$ cat src/rtl/fnd_pkg.sv
// rtl/fnd_pkg.sv - shared seven-segment table, FSM states and com helper for the FND scan path
package fnd_pkg;

    localparam logic [6:0] SEG_BLANK = 7'h7F;

    // Active-low a..g patterns indexed by hex digit; the FND driver encodes from the same table.
    localparam logic [6:0] SEG_PATTERN [16] = '{
        7'h40, 7'h79, 7'h24, 7'h30, 7'h19, 7'h12, 7'h02, 7'h78,
        7'h00, 7'h10, 7'h08, 7'h03, 7'h46, 7'h21, 7'h06, 7'h0E
    };

    typedef enum logic [1:0] {
        IDLE   = 2'd0,
        SETTLE = 2'd1,
        HELD   = 2'd2
    } fnd_state_e;

    typedef struct packed {
        logic       valid;
        logic [1:0] idx;
    } com_sel_t;

    // Anything other than exactly one low bit is a blanking gap between digits.
    function automatic com_sel_t decode_com(input logic [3:0] com);
        com_sel_t r;
        r.valid = 1'b0;
        r.idx   = 2'd0;
        case (com)
            4'b1110: begin r.valid = 1'b1; r.idx = 2'd0; end
            4'b1101: begin r.valid = 1'b1; r.idx = 2'd1; end
            4'b1011: begin r.valid = 1'b1; r.idx = 2'd2; end
            4'b0111: begin r.valid = 1'b1; r.idx = 2'd3; end
            default: ;
        endcase
        return r;
    endfunction

endpackage

$ cat src/rtl/seg7_pattern_decode.sv
// rtl/seg7_pattern_decode.sv - combinational active-low segment pattern to hex nibble decoder
module seg7_pattern_decode
    import fnd_pkg::*;
(
    input  logic [6:0] seg,
    output logic [3:0] nibble,
    output logic       err
);

    // Unknown patterns, blank included, decode to 0 with the error flag raised.
    always_comb begin
        nibble = 4'd0;
        err    = 1'b1;
        for (int i = 0; i < 16; i++) begin
            if (seg == SEG_PATTERN[i]) begin
                nibble = 4'(i);
                err    = 1'b0;
            end
        end
    end

endmodule

$ cat src/rtl/fnd_scan_decoder.sv
// rtl/fnd_scan_decoder.sv - recovers the 16-bit value from a multiplexed 4-digit FND com/seg drive
module fnd_scan_decoder
    import fnd_pkg::*;
#(
    parameter int SYNC_STAGES = 2,
    parameter int SETTLE_CYC  = 16,
    parameter int TIMEOUT_CYC = 2_000_000
) (
    input  logic        clk,
    input  logic        reset_p,
    input  logic [3:0]  com,
    input  logic [7:0]  seg_7,
    output logic [15:0] value,
    output logic        frame_valid,
    output logic        frame_err,
    output logic [3:0]  digit_err,
    output logic        changed,
    output logic        scan_stall
);

    localparam int SW = $clog2(SETTLE_CYC + 1);
    localparam int TW = $clog2(TIMEOUT_CYC + 1);
    localparam logic [SW-1:0] SETTLE_LAST  = SW'(SETTLE_CYC - 1);
    localparam logic [TW-1:0] TIMEOUT_LAST = TW'(TIMEOUT_CYC - 1);

    logic [3:0] com_s;
    logic [6:0] seg_s;
    logic       unused_dp;

    assign unused_dp = seg_7[7];

    generate
        if (SYNC_STAGES == 0) begin : g_bypass
            assign com_s = com;
            assign seg_s = seg_7[6:0];
        end else begin : g_sync
            logic [3:0] com_pipe_q [SYNC_STAGES];
            logic [6:0] seg_pipe_q [SYNC_STAGES];

            always_ff @(posedge clk or negedge reset_p) begin
                if (!reset_p) begin
                    for (int i = 0; i < SYNC_STAGES; i++) begin
                        com_pipe_q[i] <= 4'hF;
                        seg_pipe_q[i] <= SEG_BLANK;
                    end
                end else begin
                    com_pipe_q[0] <= com;
                    seg_pipe_q[0] <= seg_7[6:0];
                    for (int i = 1; i < SYNC_STAGES; i++) begin
                        com_pipe_q[i] <= com_pipe_q[i-1];
                        seg_pipe_q[i] <= seg_pipe_q[i-1];
                    end
                end
            end

            assign com_s = com_pipe_q[SYNC_STAGES-1];
            assign seg_s = seg_pipe_q[SYNC_STAGES-1];
        end
    endgenerate

    logic [3:0] dec_nib;
    logic       dec_err;

    seg7_pattern_decode u_decode (
        .seg    (seg_s),
        .nibble (dec_nib),
        .err    (dec_err)
    );

    fnd_state_e    state_q, state_d;
    logic [SW-1:0] cnt_q, cnt_d;
    logic [3:0]    cap_com_q, cap_com_d;
    logic [6:0]    cap_seg_q, cap_seg_d;
    logic [1:0]    idx_q, idx_d;
    logic [3:0]    com_last_q;
    logic [TW-1:0] tmo_q, tmo_d;
    logic [15:0]   shadow_nib_q, shadow_nib_d;
    logic [3:0]    shadow_err_q, shadow_err_d;
    logic [3:0]    mask_q, mask_d;
    logic [15:0]   value_q, value_d;
    logic [3:0]    digit_err_q, digit_err_d;
    logic          frame_err_q, frame_err_d;
    logic          frame_valid_q, frame_valid_d;
    logic          changed_q, changed_d;
    logic          stall_q, stall_d;

    com_sel_t sel;
    logic     enter;
    logic     publish;
    logic     stall_evt;

    assign sel = decode_com(com_s);

    always_comb begin
        state_d       = state_q;
        cnt_d         = cnt_q;
        cap_com_d     = cap_com_q;
        cap_seg_d     = cap_seg_q;
        idx_d         = idx_q;
        tmo_d         = tmo_q;
        shadow_nib_d  = shadow_nib_q;
        shadow_err_d  = shadow_err_q;
        mask_d        = mask_q;
        value_d       = value_q;
        digit_err_d   = digit_err_q;
        frame_err_d   = frame_err_q;
        frame_valid_d = 1'b0;
        changed_d     = 1'b0;
        stall_d       = stall_q;
        enter         = 1'b0;
        publish       = 1'b0;
        stall_evt     = 1'b0;

        case (state_q)
            IDLE: begin
                if (sel.valid) enter = 1'b1;
            end
            SETTLE: begin
                if (com_s != cap_com_q) begin
                    if (sel.valid) enter = 1'b1;
                    else           state_d = IDLE;
                end else if (seg_s != cap_seg_q) begin
                    cap_seg_d = seg_s;
                    cnt_d     = '0;
                end else if (cnt_q == SETTLE_LAST) begin
                    shadow_nib_d[{idx_q, 2'b00} +: 4] = dec_nib;
                    shadow_err_d[idx_q]               = dec_err;
                    mask_d[idx_q]                     = 1'b1;
                    state_d                           = HELD;
                end else begin
                    cnt_d = cnt_q + 1'b1;
                end
            end
            HELD: begin
                if (com_s != cap_com_q) begin
                    if (sel.valid) enter = 1'b1;
                    else           state_d = IDLE;
                end
            end
            default: state_d = IDLE;
        endcase

        if (enter) begin
            state_d   = SETTLE;
            cnt_d     = '0;
            cap_com_d = com_s;
            cap_seg_d = seg_s;
            idx_d     = sel.idx;
        end

        // A new digit-3 entry with all four digits captured closes the previous sweep.
        publish = enter && (sel.idx == 2'd3) && (mask_q == 4'hF);

        if (com_s != com_last_q) begin
            tmo_d   = '0;
            stall_d = 1'b0;
        end else if (tmo_q == TIMEOUT_LAST) begin
            stall_evt = !stall_q;
            stall_d   = 1'b1;
        end else begin
            tmo_d = tmo_q + 1'b1;
        end

        if (stall_evt) begin
            mask_d = '0;
        end else if (publish) begin
            value_d       = shadow_nib_q;
            digit_err_d   = shadow_err_q;
            frame_err_d   = |shadow_err_q;
            frame_valid_d = 1'b1;
            changed_d     = (shadow_nib_q != value_q);
            mask_d        = '0;
        end
    end

    always_ff @(posedge clk or negedge reset_p) begin
        if (!reset_p) begin
            state_q       <= IDLE;
            cnt_q         <= '0;
            cap_com_q     <= 4'hF;
            cap_seg_q     <= SEG_BLANK;
            idx_q         <= '0;
            com_last_q    <= 4'hF;
            tmo_q         <= '0;
            shadow_nib_q  <= '0;
            shadow_err_q  <= '0;
            mask_q        <= '0;
            value_q       <= '0;
            digit_err_q   <= '0;
            frame_err_q   <= 1'b0;
            frame_valid_q <= 1'b0;
            changed_q     <= 1'b0;
            stall_q       <= 1'b0;
        end else begin
            state_q       <= state_d;
            cnt_q         <= cnt_d;
            cap_com_q     <= cap_com_d;
            cap_seg_q     <= cap_seg_d;
            idx_q         <= idx_d;
            com_last_q    <= com_s;
            tmo_q         <= tmo_d;
            shadow_nib_q  <= shadow_nib_d;
            shadow_err_q  <= shadow_err_d;
            mask_q        <= mask_d;
            value_q       <= value_d;
            digit_err_q   <= digit_err_d;
            frame_err_q   <= frame_err_d;
            frame_valid_q <= frame_valid_d;
            changed_q     <= changed_d;
            stall_q       <= stall_d;
        end
    end

    assign value       = value_q;
    assign frame_valid = frame_valid_q;
    assign frame_err   = frame_err_q;
    assign digit_err   = digit_err_q;
    assign changed     = changed_q;
    assign scan_stall  = stall_q;

endmodule

$ cat config.mk
export PLATFORM = sky130hd
export DESIGN_NAME = fnd_scan_decoder
export DESIGN_NICKNAME = d
export VERILOG_FILES = /design/src/rtl/fnd_pkg.sv /design/src/rtl/seg7_pattern_decode.sv /design/src/rtl/fnd_scan_decoder.sv
export SDC_FILE = /design/constraint.sdc
export NUM_CORES = 1
export LEC_CHECK = 0
export BUFFER_PORTS_ARGS = -buffer_cell sky130_fd_sc_hd__buf_2
export CORE_ASPECT_RATIO = 2
export CORE_UTILIZATION = 30
export CTS_BUF_LIST = sky130_fd_sc_hd__clkbuf_16
export CTS_CLUSTER_SIZE = 16
export DETAILED_ROUTE_END_ITERATION = 12
export SLEW_MARGIN = 15
export SYNTH_ARGS = -nofsm -noshare
export SYNTH_HDL_FRONTEND = slang
export SYNTH_SLANG_ARGS = --single-unit
$ cat constraint.sdc
create_clock -name clk -period 4.5 [get_ports clk]
set_clock_uncertainty 0.2 [all_clocks]
set_input_delay 0.45 -clock clk [delete_from_list [all_inputs] [get_ports clk]]
set_output_delay 0.45 -clock clk [all_outputs]
set_load 0.005 [all_outputs]
After elaboration in Yosys (flattened, before gate mapping)
Index checks and enable logic that the tools add are counted.
- ROM bits: 0
- bits in latches: 0
- bits in writable memories: 0
- flip-flop bits (word level): 115
- bits of input ports: 14
- memories: 0
- output and inout bits: 24
- reduce and logical (&&, ||, !) cells: 19
- bitwise logic cells: 4
- $add $sub $neg: 3
- shifts and indexed selects: 2
- equal/unequal tests: 38
- multiply operators: 0
- divide/modulo/power cells: 0
- muxes and demuxes: 71
- order comparisons: 2
- operator list (cell ; count):
    $mux W4 ; 14
    $mux W21 ; 2
    $eq A7 B7 Y1 const B ; 4
    $mux W1 ; 28
    $mux W7 ; 4
    $mux W5 ; 5
    $add A21 B1 Y21 const B ; 1
    $eq A21 B21 Y1 const B ; 1
    $eq A7 B5 Y1 const B ; 3
    $eq A7 B6 Y1 const B ; 3
    $bwmux W16 ; 1
    $eq A4 B4 Y1 const B ; 4
    $mux W2 ; 8
    $ne A16 B16 Y1 ; 1
    $shift A4 B6 Y16 const A ; 1
    $shiftx A4 B6 Y16 ; 1
    $eq A7 B2 Y1 const B ; 2
    $eq A7 B4 Y1 const B ; 2
    $mux W3 ; 4
    $ne A3 B3 Y1 const B ; 4
    $pmux W3 S4 ; 1
    $reduce_and A4 Y1 ; 3
    $ne A4 B4 Y1 ; 2
    $ne A4 B4 Y1 const B ; 2
    27 further kinds ; 38

Depth between registers and ports, before layout
- depth in word-level cells: 18
- depth in mapped cells: 10

By module
A second synthesis with hierarchy kept.
- cells, all modules: 495
- area total of the unflattened synthesis: 5711.7 µm²
- modules (own cells, without submodules) (module ; times used ; seq. area each (µm²) ; cells an instance ; area an instance (µm²)):
    fnd_scan_decoder ; 1 ; 2924.1 ; 442 ; 5370.2
    seg7_pattern_decode ; 1 ; 0.0 ; 53 ; 341.6

Least setup slack after synthesis
No wires, ideal clock.
- path type: register to register
- start point: reg tmo_q[11]
- end point: reg digit_err_q[0], in the netlist digit_err[0]
- setup slack: 1.774 ns
- arrival time: 2.401 ns
- cell stages (with the launch flop): 8
- data required time: 4.175 ns
- cell sequence: dfrtp_1 > or4b_1 > or4_1 > buf_2 > nor4_4 > nor4_2 > buf_6 > mux2_4
- word-level cells in the longest chain between the ends: 5
- RTL lines (what ; RTL line ; source):
    start: declaration ; fnd_scan_decoder.sv:76 ; logic [TW-1:0] tmo_q, tmo_d;
    start signal: assignment ; fnd_scan_decoder.sv:201 ; tmo_q <= tmo_d;
    $eq A21 B21 Y1 ; fnd_scan_decoder.sv:157 ; end else if (tmo_q == TIMEOUT_LAST) begin
    $mux W1 ; fnd_scan_decoder.sv:157 ;
    $mux W1 ; fnd_scan_decoder.sv:154 ; if (com_s != com_last_q) begin
    $not A1 Y1 (no source line) ; - ;
    $reduce_and A2 Y1 (no source line) ; - ;
    end signal: assignment ; fnd_scan_decoder.sv:206 ; digit_err_q <= digit_err_d;
    end: declaration ; fnd_scan_decoder.sv:81 ; logic [3:0] digit_err_q, digit_err_d;
Every way passes these cells.
A chain may end at the register's enable or synchronous reset.

Worst setup path after layout
- start point: reg tmo_q[16]
- end point: reg value_q[11], in the netlist value[11]
- word-level cells in the longest chain between the ends: 5
- RTL lines (what ; RTL line ; source):
    $eq A21 B21 Y1 ; fnd_scan_decoder.sv:157 ;
    $mux W1 ; fnd_scan_decoder.sv:157 ;
    $mux W1 ; fnd_scan_decoder.sv:154 ;
    $not A1 Y1 (no source line) ; - ;
    $reduce_and A2 Y1 (no source line) ; - ;
    end signal: assignment ; fnd_scan_decoder.sv:205 ; value_q <= value_d;
    end: declaration ; fnd_scan_decoder.sv:80 ; logic [15:0] value_q, value_d;
Every way passes these cells.

==> impl_metrics.json <==
{
  "p_sw_uw": 826.1,
  "p_seq_frac": 0.413,
  "peakVddDrop_v": 0.0002078,
  "p_total_mw": 2.986,
  "grt_pass1_wl_mm": 20.03,
  "arrival_ps": 3150,
  "synth_edf_count": 0,
  "cts_resized": 0,
  "finalHoldViolations": 0,
  "p_leak_nw": 2.812,
  "met2_usage": 0.2489,
  "ant_nets": 0,
  "synth_top_cell_area_share": 0.3451,
  "clock-sinks": 115,
  "ys_types": 56,
  "drive_above_1_share": 0.2660,
  "synth.top_cells.by_area": "dfrtp_1 35%, dfstp_2 17%, xnor2_1 5.4%",
  "h-tree-depth": 4,
  "hp-class": "in2async",
  "seq_area_frac_synth": 0.5169,
  "grtUsageTotal": 0.1305,
  "met1_usage": 0.1300,
  "required_ps": 4590,
  "die_area_um2": 19440,
  "maxClockFrequency_mhz": 326.8,
  "fin_tns_setup_ps": 0,
  "fp.coreArea_um2": 18390,
  "grt_pass1_vias": 4162,
  "fin_crit_sh": 0.6801,
  "async_flop_share": 1.000,
  "cell_internal_pwr_mw": 2.160,
  "finalSetupViolCount": 0,
  "path_clk_slew_ps": 60,
  "dieHeight_um": 196.2,
  "slew_headroom": 0.3082,
  "busiest_layer": "met2",
  "p_comb_frac": 0.146,
  "critical_path_class": "reg2reg",
  "clk_latency_ps": 400,
  "drc": 0,
  "fin_nets": 580,
  "fp-row-count": 70,
  "routed_wl_mm": 11.79,
  "place_hpwl_mm": 8.573,
  "status": "completed",
  "initial_utilization": 0.3076,
  "grt_antenna_before_repair": 0,
  "dieWidth_um": 99.10,
  "final_max_slew_viol_count": 0,
  "yosysWarnings": 0,
  "syn_nets": 532,
  "cp_max_fo": 21,
  "tightest_slew_ps": 1038,
  "syn_inst": 503,
  "grtUsageMet3": 0.02173,
  "power.density_nw_per_um2": 441.8,
  "grt_max_degree": 85,
  "cts_tree": "yes",
  "numCtsBuffers": 17,
  "fillers": 1807,
  "synth_seq_cells": 115,
  "syn_area_per_cell_um2": 11.25,
  "critPathLaunchType": "flip-flop",
  "drv_cap": 0,
  "drt_pass1_iterations": 6,
  "root_buffer": "clkbuf_16",
  "num_io_pins": 38,
  "synth.largest_area_cell": "dfrtp_1",
  "gp_congestion": 0.7870,
  "power.share.clock": 0.441,
  "rsz0062_at_grt": "false",
  "switching_share": 0.2767,
  "io_buffers": 36,
  "synth_area_um2": 5657,
  "end_kind": "flip-flop",
  "antennaDiodeCount": 0,
  "min_period_ps": 3060,
  "routed_via_density": 5.100,
  "area_delta_synth_final_pct": 19.49,
  "gr-total-overflow": 0,
  "ys.flop_type": "dfrtp_1",
  "wire_per_inst_um": 15.11,
  "initialDrtViolationCount": 180,
  "via_count": 3978,
  "ctsLongestPathBuffers": 2
}
[cell families after synthesis]
kind of cell,count (synthesis),synth area share
buffers and inverters,43,0.03141
adder cells (fa/ha/maj),15,0.03318
flip-flops,115,0.5169
XOR/XNOR,47,0.07277
AO/OA/AOI/OAI,95,0.1093
multiplexers,36,0.08383
AND/OR/NAND/NOR,152,0.1526
[sequential cells by signal, indices dropped and copies added (netlist names), 4 cells and up]
register / cells
cap_com_q: 4
cap_seg_q: 7
cnt_q: 5
com_last_q: 4
com_s: 4
digit_err: 4
g_sync.com_pipe_q: 4
g_sync.seg_pipe_q: 7
mask_q: 4
seg_s: 7
shadow_err_q: 4
shadow_nib_q: 16
tmo_q: 21
value: 16
[per-layer routing]
layer  vias up  wire (µm)
met3        31        297
li1       1914          -
met4         0        495
met5         -          0
met1      1958       4354
met2        75       6642
[worst max-delay path, cell delays in order (launching register included)]
cell,delay (ps)
dfrtp_1,390
or4b_1,540
or4_1,680
nor4_4,430
nor4_4,90
buf_4,270
mux2_4,340
[power groups by stage]
stage / registers [mW] / logic, mW / clock network [mW]
floorplan: 1.22 / 0.328 / 0
global placement: 1.24 / 0.415 / 0
detailed placement: 1.25 / 0.428 / 0
CTS: 1.23 / 0.437 / 1.35
global route: 1.25 / 0.493 / 1.39
finish: 1.23 / 0.437 / 1.32
[stage by stage]
stage | instances | utilization | worst slack (ps) | hold WS (ps) | area, µm²
after CTS | 780 | 0.3672 | 1419 | 62.39 | 6754
after detailed placement | 737 | 0.3295 | 1435 | 146.8 | 6060
final | 780 | 0.3675 | 1440 | 10.23 | 6759
after floorplan | 503 | - | 1774 | -45.59 | 5657
after global routing | 780 | 0.3675 | 1268 | 97.76 | 6759
after global placement | 737 | 0.3295 | 1466 | 148.0 | 6060
[Yosys cell counts (2+ instances only)]
library cell,instances
a41oi_1,2
mux2_2,11
or4_1,4
nand4_1,17
and3_1,4
dfstp_2,37
mux2i_1,5
o21ai_0,31
nand3b_1,5
or3_1,6
a31oi_1,3
nor3_1,16
inv_1,20
o2bb2ai_1,3
clkbuf_1,20
nor4_1,4
and4b_1,2
and4_1,2
or4b_1,2
a21oi_1,14
o211ai_1,3
or3b_2,4
dfrtp_1,78
nand3_1,9
nand4b_1,4
xnor2_1,35
or2_2,2
nor2_1,31
xor2_1,12
nand2_1,24
a2111oi_0,2
nand2b_1,3
ha_1,15
o22ai_1,2
o31ai_1,17
and2_1,3
buf_6,2
nor2b_1,5
o2111ai_1,4
a211oi_1,4
a32oi_1,2
mux2_4,20
[repair_timing]
action / in CTS / in global routing
endpoints found under the hold margin: 11 / 0
buffers inserted: 0 / 0
hold buffers: 11 / 0
[final cells by class]
| class | count | area (µm²) | area share |
|---|---|---|---|
| multi-input combinational | 345 | 2575 | 0.3810 |
| sequential | 115 | 2924 | 0.4326 |
| timing repair buffer | 52 | 330.3 | 0.04887 |
| inverter | 20 | 75.07 | 0.01111 |
| clock buffer | 17 | 425.4 | 0.06294 |
| clock inverter | 15 | 158.9 | 0.02351 |
| tap | 216 | 270.3 | 0.03999 |
[cell usage in the layout (no fill, tap or decap), types with 17 or more instances in the layout]
cell	netlist	layout
buf_2	1	35
clkbuf_16	0	17
dfrtp_1	78	78
dfstp_2	37	37
inv_1	20	20
mux2_4	20	20
nand2_1	24	24
nand4_1	17	17
nor2_1	31	31
o21ai_0	31	31
xnor2_1	35	35
[worst paths after layout]
check / cells after the start / slack [ps] / start / end
worst max-delay path: 6 / 1440 / tmo_q[16] / value[11]
worst min-delay path: 1 / 10 / reset_p / tmo_q[1]
worst max register to register: 6 / 1440 / tmo_q[16] / value[11]
worst min register to register: 0 / 150 / g_sync.seg_pipe_q[9] / seg_s[2]
max in group asynchronous: 2 / 3070 / reset_p / shadow_nib_q[8]
min in group clk: 0 / 150 / g_sync.seg_pipe_q[9] / seg_s[2]
No activity file was read; power rests on OpenSTA's default activity.
